[config.mk]
export PLATFORM = sky130hd
export DESIGN_NAME = sincos_share_arb
export DESIGN_NICKNAME = d
export VERILOG_FILES = /design/src/rtl/sincos_share_arb.sv
export SDC_FILE = /design/constraint.sdc
export NUM_CORES = 1
export LEC_CHECK = 0
export CORE_MARGIN = 2
export CORE_UTILIZATION = 30
export DETAILED_ROUTE_END_ITERATION = 16
export HOLD_SLACK_MARGIN = 0.15
export PLACE_DENSITY = 0.51
export SETUP_SLACK_MARGIN = 0.02
export SLEW_MARGIN = 20
export SYNTH_ARGS = -nofsm -noshare
export SYNTH_HDL_FRONTEND = slang
export SYNTH_SLANG_ARGS = --single-unit
export TNS_END_PERCENT = 10
[constraint.sdc]
create_clock -name clk -period 10.6 [get_ports clk]
set_input_delay 3.18 -clock clk [delete_from_list [all_inputs] [get_ports clk]]
set_output_delay 3.18 -clock clk [all_outputs]
set_load 0.1 [all_outputs]
[src/rtl/sincos_share_arb.sv]
// sincos_share_arb
// Round-robin scheduler sharing one fixed-latency, non-stallable sin/cos
// engine between NUM_REQ requesters. At most one theta is issued per cycle;
// a latency-matched tag line steers each engine result back to its issuer,
// and per-requester credit counters bound the number of operations in flight.
//
// Optional build macro: SINCOS_ARB_CHECK_EN
//   defined   : err is a sticky flag raised on engine/tag protocol violations
//   undefined : err is tied low and no check logic is built
//
// Ports
//   clk, rst_n        clock, synchronous active-low reset
//   req_valid/theta   per-requester theta offer (theta i at [i*DATA_WIDTH +: DATA_WIDTH])
//   req_ready         one-hot combinational grant
//   eng_theta_valid   registered issue strobe to the engine
//   eng_theta         registered theta to the engine
//   eng_sin/cos(_valid) engine results, PIPE_LATENCY cycles after issue
//   rsp_valid         one-hot owner of the registered result
//   rsp_sin/cos       registered results
//   busy              credits outstanding or an issue in progress
//   err               sticky protocol error (check build only)

module sincos_share_arb #(
    parameter int NUM_REQ         = 4,
    parameter int DATA_WIDTH      = 64,
    parameter int PIPE_LATENCY    = 149,
    parameter int MAX_OUTSTANDING = 8
) (
    input  logic                          clk,
    input  logic                          rst_n,
    input  logic [NUM_REQ-1:0]            req_valid,
    input  logic [NUM_REQ*DATA_WIDTH-1:0] req_theta,
    output logic [NUM_REQ-1:0]            req_ready,
    output logic                          eng_theta_valid,
    output logic [DATA_WIDTH-1:0]         eng_theta,
    input  logic                          eng_sin_valid,
    input  logic                          eng_cos_valid,
    input  logic [DATA_WIDTH-1:0]         eng_sin,
    input  logic [DATA_WIDTH-1:0]         eng_cos,
    output logic [NUM_REQ-1:0]            rsp_valid,
    output logic [DATA_WIDTH-1:0]         rsp_sin,
    output logic [DATA_WIDTH-1:0]         rsp_cos,
    output logic                          busy,
    output logic                          err
);

    localparam int IDX_W = (NUM_REQ > 1) ? $clog2(NUM_REQ) : 1;
    localparam int CNT_W = 8;
    localparam logic [CNT_W-1:0] MAX_CNT = CNT_W'(MAX_OUTSTANDING);

    logic [IDX_W-1:0]        rr_ptr_q;
    logic [CNT_W-1:0]        outst_q [NUM_REQ];
    logic [CNT_W-1:0]        outst_d [NUM_REQ];
    logic [NUM_REQ-1:0]      elig;
    logic [NUM_REQ-1:0]      grant;
    logic                    grant_any;
    logic [IDX_W-1:0]        grant_idx;
    logic [DATA_WIDTH-1:0]   grant_theta;

    logic                    eng_v_q;
    logic [DATA_WIDTH-1:0]   eng_theta_q;
    logic [IDX_W-1:0]        eng_idx_q;

    logic [PIPE_LATENCY-1:0] tag_v_q;
    logic [IDX_W-1:0]        tag_idx_q [PIPE_LATENCY];
    logic                    tag_out_v;
    logic [IDX_W-1:0]        tag_out_idx;

    logic [NUM_REQ-1:0]      rsp_valid_q;
    logic [NUM_REQ-1:0]      rsp_valid_d;
    logic [DATA_WIDTH-1:0]   rsp_sin_q;
    logic [DATA_WIDTH-1:0]   rsp_cos_q;
    logic                    busy_d;

    // Eligibility is gated by rst_n so no handshake can complete in a reset cycle.
    always_comb begin
        elig = '0;
        for (int i = 0; i < NUM_REQ; i++) begin
            elig[i] = rst_n & req_valid[i] & (outst_q[i] < MAX_CNT);
        end
    end

    // Rotating priority: search starts one past the last grantee.
    always_comb begin
        int cand;
        cand      = 0;
        grant     = '0;
        grant_any = 1'b0;
        grant_idx = '0;
        for (int k = 1; k <= NUM_REQ; k++) begin
            cand = (int'(rr_ptr_q) + k) % NUM_REQ;
            if (!grant_any && elig[IDX_W'(cand)]) begin
                grant_any = 1'b1;
                grant_idx = IDX_W'(cand);
            end
        end
        if (grant_any) begin
            grant[grant_idx] = 1'b1;
        end
    end

    always_comb begin
        grant_theta = '0;
        for (int i = 0; i < NUM_REQ; i++) begin
            if (grant[i]) begin
                grant_theta = req_theta[i*DATA_WIDTH +: DATA_WIDTH];
            end
        end
    end

    always_ff @(posedge clk) begin
        if (!rst_n) begin
            rr_ptr_q    <= IDX_W'(NUM_REQ - 1);
            eng_v_q     <= 1'b0;
            eng_theta_q <= '0;
            eng_idx_q   <= '0;
        end else begin
            eng_v_q <= grant_any;
            if (grant_any) begin
                rr_ptr_q    <= grant_idx;
                eng_theta_q <= grant_theta;
                eng_idx_q   <= grant_idx;
            end
        end
    end

    // Tag line: its last stage lines up with the engine result cycle.
    always_ff @(posedge clk) begin
        if (!rst_n) begin
            tag_v_q <= '0;
            for (int s = 0; s < PIPE_LATENCY; s++) begin
                tag_idx_q[s] <= '0;
            end
        end else begin
            tag_v_q      <= {tag_v_q[PIPE_LATENCY-2:0], eng_v_q};
            tag_idx_q[0] <= eng_idx_q;
            for (int s = 1; s < PIPE_LATENCY; s++) begin
                tag_idx_q[s] <= tag_idx_q[s-1];
            end
        end
    end

    assign tag_out_v   = tag_v_q[PIPE_LATENCY-1];
    assign tag_out_idx = tag_idx_q[PIPE_LATENCY-1];

    // Results are captured only when a tag is present; untagged results are dropped.
    assign rsp_valid_d = tag_out_v ? (NUM_REQ'(1) << tag_out_idx) : '0;

    always_ff @(posedge clk) begin
        if (!rst_n) begin
            rsp_valid_q <= '0;
            rsp_sin_q   <= '0;
            rsp_cos_q   <= '0;
        end else begin
            rsp_valid_q <= rsp_valid_d;
            if (tag_out_v) begin
                rsp_sin_q <= eng_sin;
                rsp_cos_q <= eng_cos;
            end
        end
    end

    // A grant and a return for the same requester cancel out.
    always_comb begin
        for (int i = 0; i < NUM_REQ; i++) begin
            outst_d[i] = outst_q[i];
            if (grant[i] && !rsp_valid_q[i]) begin
                outst_d[i] = outst_q[i] + CNT_W'(1);
            end else if (!grant[i] && rsp_valid_q[i]) begin
                outst_d[i] = outst_q[i] - CNT_W'(1);
            end
        end
    end

    always_ff @(posedge clk) begin
        if (!rst_n) begin
            for (int i = 0; i < NUM_REQ; i++) begin
                outst_q[i] <= '0;
            end
        end else begin
            for (int i = 0; i < NUM_REQ; i++) begin
                outst_q[i] <= outst_d[i];
            end
        end
    end

    always_comb begin
        busy_d = eng_v_q;
        for (int i = 0; i < NUM_REQ; i++) begin
            if (outst_q[i] != '0) begin
                busy_d = 1'b1;
            end
        end
    end

`ifdef SINCOS_ARB_CHECK_EN
    logic err_q;
    logic proto_bad;

    assign proto_bad = (tag_out_v != (eng_sin_valid & eng_cos_valid))
                     | (eng_sin_valid != eng_cos_valid);

    always_ff @(posedge clk) begin
        if (!rst_n) begin
            err_q <= 1'b0;
        end else if (proto_bad) begin
            err_q <= 1'b1;
        end
    end

    assign err = err_q;
`else
    // Engine strobes are only consulted by the protocol check.
    logic unused_eng_valid;
    assign unused_eng_valid = eng_sin_valid ^ eng_cos_valid;
    assign err = 1'b0;
`endif

    assign req_ready       = grant;
    assign eng_theta_valid = eng_v_q;
    assign eng_theta       = eng_theta_q;
    assign rsp_valid       = rsp_valid_q;
    assign rsp_sin         = rsp_sin_q;
    assign rsp_cos         = rsp_cos_q;
    assign busy            = busy_d;

endmodule

# == Word level (Yosys, flattened, before mapping) ==
# Memory sizes are Yosys's and may differ from the RTL's.
# Index checks and enable logic that the tools add are counted.
# word_totals
word_cells,416
in_bits,392
ff_bits,350
mem_bits_rw,330
memories,2
out_inout_bits,203
# mem_list
name,depth,word_bits,read_ports,rd_clocked_by_memory_dff,wr,line_no,rtl
tag_idx_q,149,2,149,0,149,65,logic [IDX_W-1:0] tag_idx_q [PIPE_LATENCY];
outst_q,4,8,4,0,4,52,logic [CNT_W-1:0] outst_q [NUM_REQ];
# classes
reduce_logical,28
add_sub_neg,12
n_mux,194
shifts,1
magnitude_cmp,10
bitwise_logic,161
# op_table
operator,n
2-bit two-way mux,153
64-bit two-way mux,4
1-bit OR,153
8-bit two-way mux,12
"8-bit by 1-bit adder with 8-bit output, second input constant",4
"8-bit by 4-bit < comparator with 1-bit output, second input constant",4
8-bit nonzero test,4
"8-bit by 1-bit subtractor with 8-bit output, second input constant",4
1-bit two-way mux,19
"2-bit by 4-bit < comparator with 1-bit output, second input constant",4
1-bit logical AND,12
1-bit zero test,11
1-bit AND,8
1-bit binary-select mux with 2-bit select,4
"2-bit by 1-bit adder with 2-bit output, second input constant",2
"2-bit adder, second input constant",2
4-bit two-way mux,1
"1-bit by 2-bit left shift with 4-bit output, first input constant",1
"2-bit by 3-bit < comparator with 1-bit output, second input constant",1
1-bit demux with 2-bit select,1
"2-bit by 1-bit greater-or-equal comparator with 1-bit output, second input constant",1
2-bit AND reduction,1

# == Logic depth before layout (Yosys ltp) ==
# Gate-level depths: netlist of the first run.
# An unclocked memory read counts as a cell.
# depth
word_depth,26
ltp_mapped,17
depth_no_buf,14

# == Worst setup path after synthesis of the first run ==
# Ideal clock, no wire load.
# synth_timing
path_type,input-to-output
from,in req_valid[1]
to,out req_ready[2]
t_required_ns,7.420
cell_stages,7
slack_ns,1.862
path_buffers,3
arrival_ns,5.558
cell_sequence,and3_1 > buf_2 > o21ai_0 > buf_2 > buf_1 > nand2_1 > nor2_1
# synth_via
elab_chain_cells,20
word_cells_on_any_way,34
# synth_rtl
item,line_no,rtl
start: declaration,31,"input logic [NUM_REQ-1:0] req_valid,"
1-bit AND (*) (2 in series),79,elig[i] = rst_n & req_valid[i] & (outst_q[i] < MAX_CNT);
1-bit binary-select mux with 2-bit select,92,if (!grant_any && elig[IDX_W'(cand)]) begin
1-bit two-way mux (not written as such) (2 in series),92,
1-bit two-way mux,92,
1-bit zero test,92,
1-bit logical AND,92,
1-bit two-way mux,92,
1-bit zero test,92,
[2 not listed],--,
1-bit zero test,92,
1-bit logical AND,92,
2-bit two-way mux,92,
2-bit by 3-bit < comparator with 1-bit output (not written as such) or 2-bit by 1-bit greater-or-equal comparator with 1-bit output (tied branches),98,grant[grant_idx] = 1'b1;
1-bit logical AND (not written as such),98,
1-bit two-way mux (not written as such),98,
1-bit demux with 2-bit select,98,
4-bit two-way mux (*),97,if (grant_any) begin
end: declaration,33,"output logic [NUM_REQ-1:0] req_ready,"
# Mark *: on every way between the ends. The rest lies on a longest branch, timed or not. The select of a mux whose other input is x is not followed.

# == Worst setup path in the final report of the first run ==
# layout_timing
from,in req_valid[3]
to,out req_ready[2]
# Same word-level chain as after synthesis.

==> key figures, run 1 <==
Placement
  – Hpwl dp: 57580 um
  – Port Buffer Count: 591
  – GP Congestion: 1.012
  – Cell count after placement: 3698

Cells and area
  – Commonest non-fill, non-tap cell in the layout: dfxtp_1
  – Nets: 3164
  – Commonest non-fill, non-tap cells in the layout: 679 x dfxtp_1, 585 x clkdlybuf4s50_1, 451 x and2_1
  – Fin cells: 3847
  – Synthesis-to-finish area growth: 39.94%
  – Layout cell share with drive strength beyond 1: 6.543%

Drt
  – Via count: 17049
  – Initial DRC count: 788
  – Via density: 4.432
  – DRC viols: 0
  – Drt first pass iters: 5
  – Drt total wl: 80630 um
  – Final antenna-violating net count: 0
  – Wire per inst: 20.96 um

Synth
  – #FFs+latches synth: 680
  – Yosys cell types: 57
  – Seq/Total Area, Yosys: 58.13%
  – Mapped cell area: 23420 um2
  – Simple-gate share of the synthesized area: 18.98%
  – Syn Area/Cell: 10.65 um2
  – Mux cell area share after synthesis: 8.462%
  – Largest family of logic cells by synthesized area: simple AND/OR/NAND/NOR gates
  – Syn_nets: 2626
  – Synthesized-area fraction occupied by adder cells: 1.945%
  – Synth Area in XOR/XNOR: 0.8227%
  – Yosys warning count: 0
  – Syn Inst Count: 2200
  – Compound-Gate Fraction of Synth Area: 8.259%

Critical path
  – Worst path most repeated cell: clkdlybuf4s50_1
  – Worst Path Required: 7.42 ns
  – Crit path cell chain: clkdlybuf4s50_1 -> a41oi_1 -> o21ai_1 -> and3_1 -> nor2_1 -> clkdlybuf4s50_1
  – Critical path's slowest cell: clkdlybuf4s50_1
  – Max FO, Critical Path: 8
  – Cell family with most CP delay: buffers and inverters
  – Crit-path max cell delay: 1.21 ns
  – Worst setup SP type: input pin
  – CP arrival: 6.16 ns
  – Flop2flop setup slack: 6.33 ns
  – CP bufs+invs: 2
  – Critical Path Sink Type: primary output
  – Critical path class: input pin to primary output

STA
  – Setup TNS: 0 ns
  – Max Clk Rate: 107.1 MHz
  – Clk_skew: 0.02706 ns
  – Min Tclk post-route: 9.340 ns
  – Unrepaired setup endpoints after global routing: no
  – Tcrit/Tclk final: 88.11%
  – Slew Limit Headroom: 22.21%
  – Max-slew violations: 0
  – Final hold vios: 0
  – Finish-stage setup viols: 0
  – Least-Margin Pin Slew: 1.163 ns

Floorplanning
  – Starting density of the core: 30.28%
  – Die Wd: 283.4 um
  – Die area: 80320 um2
  – Io pins: 595
  – Die H: 283.4 um
  – Core area: 77340 um2
  – Rows: 102

Global route
  – First-pass GRT wire length: 117200 um
  – GRT Util Overall: 19.61%
  – Largest net degree at the start of global routing: 196
  – Vias in the first global route: 16767
  – Initial antenna violation count: 22
  – Grt total ovfl: 0

Clock tree
  – CTS HTree Levels: 3
  – Clk_lat worst skew: 0.62 ns
  – Clk slew on worst S/H paths: 0.06 ns
  – CTS tree: built
  – Hold_buf cts: 0
  – Root Buffer: clkbuf_16
  – CTS Sinks: 680
  – Setup Fix Bufs, Post-CTS: 0
  – CTS Buffer Depth: 3
  – PostCTS Resize Cnt: 0
  – Cts bufs inserted: 77

Pwr
  – Peak supply drop: 0.1599 mV
  – Total power: 8.449 mW
  – Leak: 12.48 nW
  – Power Density: 257.8 nW/um2

Status
  – Status: complete, no violations

Flow run
  – Max Cap Viol: 0

Worst hold path
  – Hold Path Class: flop to flop
## per-layer routing
layer | wire (um) | GRT usage, %
met4 | 2338 | 7.037
met1 | 33890 | 23.51
met2 | 36960 | 31.31
met5 | 225 | 1.369
met3 | 7221 | 8.127
## state kept, by name, indices dropped and copies added (netlist names)
| name | count |
|---|---|
| tag_idx_q | 298 |
| tag_v_q | 149 |
| eng_theta | 64 |
| rsp_cos | 64 |
| rsp_sin | 64 |
| outst_q | 32 |
| rsp_valid | 4 |
| eng_idx_q | 2 |
| rr_ptr_q | 2 |
| eng_theta_valid | 1 |
## area by class of cell
class,count,area (um2)
Clock buffer,110,2272
Timing Repair Buffer,605,6031
Multi-Input combinational cell,1350,9037
Clock inverter,28,395.4
Sequential cell,680,13620
Fill cell,7455,44570
Antenna cell,10,25.02
Tap cell,1040,1301
Inverter,24,95.09
## where the power goes
part | internal [mW] | total, mW | switching [mW]
clock network | 1.69 | 2.77 | 1.07
logic | 0.910 | 2.85 | 1.94
registers | 2.72 | 2.83 | 0.111
## worst reg2reg max path, stage by stage (launching register included)
cell and delay [ns]:
dfxtp_1 0.33, nor4_1 0.41, and3b_1 0.44, o21ai_1 0.25, a31o_2 0.30, nor2_1 0.22, ha_1 0.31, inv_1 0.18
ha_1 0.37, a211oi_1 0.22, a21oi_1 0.13, o41ai_1 0.46, xnor2_1 0.13, or3_1 0.32, a21oi_1 0.13
## through the flow
stage	instance area, um2	setup slack (ns)	utilization [%]	hold WS (ns)
CTS	32720	1.265	42.31	0.4098
detailed placement	30050	1.270	38.86	0.4169
global placement	30060	1.399	38.87	0.4143
global route	32770	1.107	42.37	0.4276
finish	32770	1.260	42.38	0.4127
floorplan	23420	1.862	-	0.4119
## cells in the mapped netlist, drive strengths merged
library cell  number  share of area (%)
and3               3              0.080
clkbuf           108                1.8
o211a              1              0.043
a21boi             1              0.032
a22o               3               0.11
a21oi             30               0.64
o21bai             2              0.064
xnor2             12               0.45
nand4              3              0.080
conb               1              0.016
o211ai            66                2.6
a31o               3               0.11
o41ai              5               0.27
nand3             72                1.5
fa                 4               0.34
nor4               5               0.13
ha                30                1.6
or4                1              0.048
a41oi              1              0.037
buf               38                1.3
or4bb              1              0.048
nor3              11               0.28
inv               24               0.38
a211oi             5               0.16
o21a               4               0.13
and2             451                 12
a31oi              4               0.11
nand2             75                1.2
o311ai             2              0.075
nand3b             4               0.13
nor2             180                3.0
dfxtp            680                 58
and3b              2              0.080
a21o              64                2.1
or3                8               0.21
or3b               1              0.037
mux2i            198                8.5
o21ai             81                1.7
a221oi             3               0.11
xor2              10               0.37
nor2b              3              0.080
## cells by family (layout without fill, tap and decap cells)
| group | after synthesis | after routing |
|---|---|---|
| simple gates | 820 | 820 |
| mux | 198 | 198 |
| other cells | 1 | 11 |
| compound gates | 275 | 275 |
| fa+ha+maj | 34 | 34 |
| buf+inv | 170 | 767 |
| xor+xnor | 22 | 22 |
| flops | 680 | 680 |
## worst paths after layout
path,startpoint,to,cells after the start
min reg2reg,tag_v_q[76]$_SDFF_PN0_,tag_v_q[77]$_SDFF_PN0_,1
max reg2reg,outst_q[2][3]$_SDFFE_PN0P_,outst_q[0][7]$_SDFFE_PN0P_,14
max,req_valid[3],req_ready[2],6
min,tag_v_q[76]$_SDFF_PN0_,tag_v_q[77]$_SDFF_PN0_,1
Power figures use the tool's default switching activity.
==> run 2, diff against run 1 <==
- CORE_MARGIN: 2 -> 1.5
- CORE_UTILIZATION: 30 -> 45
- PLACE_DENSITY: 0.51 -> 0.72
==> key figures, run 2 (synthesis results as in run 1) <==
Status
  – Status: complete, no violations

Drt
  – Wire per inst: 22.98 um
  – DRC viols: 0
  – Via density: 5.029
  – Uppermost routed layer: met5
  – Via count: 17454
  – DR WL met2: 35230 um
  – Drt total wl: 79750 um
  – Metal3 WL: 6945 um
  – Initial DRC count: 991
  – Drt first pass iters: 5
  – Final antenna-violating net count: 0
  – Wl on met1: 32050 um

STA
  – Max-slew violations: 0
  – Final hold vios: 0
  – Setup TNS: 0 ns
  – Finish-stage setup viols: 0
  – Final worst setup slack: 2.014 ns
  – Min Tclk post-route: 8.586 ns
  – Clk_skew: 0.01917 ns
  – Least-Margin Pin Slew: 1.185 ns
  – Max Clk Rate: 116.5 MHz
  – Tcrit/Tclk final: 81.00%
  – Unrepaired setup endpoints after global routing: no
  – Slew Limit Headroom: 20.73%
  – Hold_ws: 0.4195 ns

Cells and area
  – Synthesis-to-finish area growth: 36.40%
  – Layout cell share with drive strength beyond 1: 6.043%
  – Post-route cell area: 31950 um2
  – Commonest non-fill, non-tap cells in the layout: 679 x dfxtp_1, 583 x clkdlybuf4s50_1, 451 x and2_1
  – Final core occ: 62.14%
  – Sequential cell area: 13620 um2
  – Biggest regs: tag_idx_q x298, tag_v_q x149
  – Commonest non-fill, non-tap cell in the layout: dfxtp_1
  – Most flops, register: tag_idx_q
  – Nets: 3156
  – Fillers: 4261
  – Max FFs per register: 298
  – Fin cells: 3471
  – Multi-input combinational cell area: 9037 um2

Critical path
  – Worst reg2reg path depth: 14
  – Cell family with most CP delay: simple AND/OR/NAND/NOR gates
  – Worst setup SP type: input pin
  – Max FO, Critical Path: 8
  – Crit path cell chain: clkdlybuf4s50_1 -> and3b_1 -> o21ai_1 -> and3_1 -> nor2_1 -> buf_4
  – Critical path's slowest cell: clkdlybuf4s50_1
  – CP arrival: 5.41 ns
  – Flop2flop setup slack: 6.45 ns
  – RR Endpoint: outst_q[2][7]$_SDFFE_PN0P_
  – Critical path class: input pin to primary output
  – Critical Path Stages: 6
  – Critical Path Sink Type: primary output
  – Crit path from: req_valid[2]
  – Worst Path Required: 7.42 ns
  – CP bufs+invs: 2
  – Worst r2r src: outst_q[1][3]$_SDFFE_PN0P_
  – Crit-path max cell delay: 0.60 ns

Floorplanning
  – Die H: 231.1 um
  – Core area: 51410 um2
  – Die area: 53420 um2
  – Io pins: 595
  – Die Wd: 231.1 um
  – Starting density of the core: 45.56%
  – Rows: 83

Clock tree
  – Cts bufs inserted: 69
  – CTS tree: built
  – Clk slew on worst S/H paths: 0.06 ns
  – Root Buffer: clkbuf_16
  – Hold_buf cts: 0
  – CTS Sinks: 680
  – CTS HTree Levels: 3
  – CTS Buffer Depth: 3
  – Setup Fix Bufs, Post-CTS: 0
  – Clk_lat worst skew: 0.61 ns
  – PostCTS Resize Cnt: 0

Worst hold path
  – Hold Crit Start: tag_v_q[55]$_SDFF_PN0_
  – Hold endpoint: tag_v_q[56]$_SDFF_PN0_
  – Hold Path Class: flop to flop
  – Hold depth: 1

Pwr
  – Leak: 12.31 nW
  – Peak supply drop: 0.2770 mV
  – Total power: 8.123 mW
  – Power Density: 254.3 nW/um2

Placement
  – Cell count after placement: 3338
  – Pre-CTS setup slack: 2.019 ns
  – GP Congestion: 0.9122
  – Hpwl dp: 57940 um
  – Port Buffer Count: 591
  – Area after DPL: 29600 um2

Global route
  – Initial antenna violation count: 26
  – Vias in the first global route: 17273
  – Largest net degree at the start of global routing: 234
  – GRT Util Overall: 29.09%
  – Grt total ovfl: 0
  – First-pass GRT wire length: 113400 um

Flow run
  – Max Cap Viol: 0
==> run 2: cell count changes in the layout (fill, tap and decap cells not counted), moves of 2 or more <==
| cell | previous run | this run |
|---|---|---|
| clkbuf_8 | 20 | 13 |
| clkinv_4 | 2 | 0 |
| clkinv_2 | 10 | 13 |
| clkdlybuf4s50_1 | 585 | 583 |
| bufinv_16 | 8 | 5 |
| clkbuf_16 | 78 | 70 |
==> run 2: metal layers <==
metal / GRT usage (%) / up-vias
met5: 0 / -
met4: 18.95 / 14
met3: 9.830 / 186
met2: 45.42 / 709
met1: 34.10 / 8199
li1: - / 8346
==> run 2: worst max path at each step <==
stage | endpoint | slack [ns]
2_1_floorplan | req_ready[2] | 1.86
3_3_place_gp | req_ready[2] | 2.08
3_5_place_dp | req_ready[2] | 2.02
4_1_cts | req_ready[2] | 2.02
5_1_grt | req_ready[2] | 1.90
6_report | req_ready[2] | 2.01
==> run 2: where the power goes <==
group	internal, mW	switching (mW)
clock	1.43	1.02
sequential	2.72	0.109
combinational	0.906	1.94
total	5.06	3.07
==> run 2: cell type report <==
cell class / count / share of cell area, %
timing repair buffer: 605 / 18.85
sequential: 680 / 42.62
tap: 680 / 2.663
antenna: 11 / 0.08617
multi-input combinational: 1350 / 28.29
inverter: 24 / 0.2977
clock inverter: 27 / 1.046
clock buffer: 94 / 6.141
==> run 3, diff against run 2 <==
- CORE_UTILIZATION: 45 -> 44
- PLACE_DENSITY: 0.72 -> 0.74
- clock period: 10.6 -> 7 ns (I/O delays scaled with it)
==> key figures, run 3 (synthesis results as in run 1) <==
Cells and area
  – Synthesis-to-finish area growth: 36.67%
  – Nets: 3156
  – Fillers: 4265
  – Layout cell share with drive strength beyond 1: 6.086%
  – Post-route cell area: 32010 um2
  – Multi-input combinational cell area: 9037 um2
  – Max FFs per register: 298
  – Commonest non-fill, non-tap cells in the layout: 679 x dfxtp_1, 582 x clkdlybuf4s50_1, 451 x and2_1
  – Sequential cell area: 13620 um2
  – Biggest regs: tag_idx_q x298, tag_v_q x149
  – Commonest non-fill, non-tap cell in the layout: dfxtp_1
  – Most flops, register: tag_idx_q

STA
  – Setup TNS: 0 ns
  – Slew Limit Headroom: 19.91%
  – Tcrit/Tclk final: 91.65%
  – Final hold vios: 0
  – Hold_ws: 0.4146 ns
  – Unrepaired setup endpoints after global routing: no
  – Least-Margin Pin Slew: 1.198 ns
  – Min Tclk post-route: 6.415 ns
  – Max Clk Rate: 155.9 MHz
  – Clk_skew: 0.02476 ns
  – Max-slew violations: 0
  – Finish-stage setup viols: 0

Pwr
  – Peak supply drop: 0.3775 mV
  – Power Density: 384.9 nW/um2
  – Leak: 12.31 nW

Clock tree
  – Hold_buf cts: 0
  – CTS HTree Levels: 3
  – CTS tree: built
  – CTS Sinks: 680
  – PostCTS Resize Cnt: 0
  – Root Buffer: clkbuf_16
  – Setup Fix Bufs, Post-CTS: 0
  – Clk_lat worst skew: 0.60 ns
  – Cts bufs inserted: 69
  – CTS Buffer Depth: 3
  – Clk slew on worst S/H paths: 0.06 ns

Placement
  – Hpwl dp: 57870 um
  – GP Congestion: 0.8937
  – Port Buffer Count: 591
  – Area after DPL: 29670 um2

Critical path
  – Crit-path max cell delay: 0.63 ns
  – Critical Path Sink Type: primary output
  – Worst reg2reg path depth: 14
  – Worst r2r src: outst_q[0][3]$_SDFFE_PN0P_
  – Worst setup SP type: input pin
  – RR Endpoint: outst_q[2][7]$_SDFFE_PN0P_
  – Worst Path Required: 4.90 ns
  – Critical path's slowest cell: clkdlybuf4s50_1
  – Critical path class: input pin to primary output
  – Crit path from: req_valid[0]
  – CP arrival: 4.32 ns
  – Max FO, Critical Path: 8
  – Worst setup path end: req_ready[2]
  – Flop2flop setup slack: 2.64 ns
  – Crit path cell chain: clkdlybuf4s50_1 -> and3b_2 -> o21ai_1 -> and3_1 -> nor2_1 -> buf_12

Global route
  – First-pass GRT wire length: 110400 um
  – Initial antenna violation count: 30
  – Vias in the first global route: 16914
  – GRT Util Overall: 27.93%
  – Largest net degree at the start of global routing: 180
  – Grt total ovfl: 0

Drt
  – Initial DRC count: 1068
  – Via count: 17580
  – Via density: 5.052
  – Drt first pass iters: 7
  – Wire per inst: 22.89 um
  – DRC viols: 0
  – Final antenna-violating net count: 0
  – Drt total wl: 79670 um

Floorplanning
  – Rows: 84
  – Die H: 233.7 um
  – Die Wd: 233.7 um
  – Die area: 54620 um2
  – Starting density of the core: 44.57%
  – Core area: 52550 um2
  – Io pins: 595

Worst hold path
  – Hold Path Class: flop to flop
  – Hold depth: 1

Status
  – Status: complete, no violations

Flow run
  – Max Cap Viol: 0
run 3: critical path: cells and delay by family:
family | cells | cell delay [ns]
buf+inv | 2 | 0.87
simple gates | 3 | 1.14
compound gates | 1 | 0.20
run 3: where the power goes:
| part | switching, mW | leakage [nW] | internal (mW) |
|---|---|---|---|
| registers | 0.158 | 5.50 | 4.12 |
| clock network | 1.54 | 1.12 | 2.15 |
| logic | 2.95 | 5.69 | 1.40 |
| total | 4.65 | 12.3 | 7.67 |
run 3: worst min path at each step:
stage	from	end	slack, ns
finish	tag_v_q[40]$_SDFF_PN0_	tag_v_q[41]$_SDFF_PN0_	0.41
global route	tag_v_q[40]$_SDFF_PN0_	tag_v_q[41]$_SDFF_PN0_	0.43
CTS	tag_v_q[40]$_SDFF_PN0_	tag_v_q[41]$_SDFF_PN0_	0.42
detailed placement	tag_idx_q[8][8]$_SDFF_PN0_	tag_idx_q[8][10]$_SDFF_PN0_	0.42
global placement	tag_idx_q[11][5]$_SDFF_PN0_	tag_idx_q[11][7]$_SDFF_PN0_	0.42
floorplan	tag_idx_q[0][8]$_SDFF_PN0_	tag_idx_q[0][10]$_SDFF_PN0_	0.41
run 3: metal layers:
layer  vias to the layer above  global-route usage, %  wire, um
li1                       8350                      -         -
met1                      8200                  30.56     29340
met2                       771                  41.10     34220
met3                       231                  14.39      9694
met4                        28                  21.05      6240
met5                         -                      0       175
run 3: stage by stage:
stage	instances	setup slack, ns	utilization (%)	total power [mW]
floorplan	2200	0.4220	-	7.339
global placement	3347	0.6514	56.46	8.566
detailed placement	3347	0.6121	56.46	8.643
CTS	3465	0.6128	60.85	12.34
global route	3474	0.5232	60.88	12.80
finish	3480	0.5848	60.91	12.32
run 3: layout make-up:
type / instances / area share (%)
well taps: 688 / 2.689
inverters: 24 / 0.2971
multi-input cells: 1350 / 28.23
repair buffers: 605 / 18.92
clock buffers: 92 / 6.172
clock inverters: 26 / 1.032
flip-flops and latches: 680 / 42.54
diodes: 15 / 0.1173
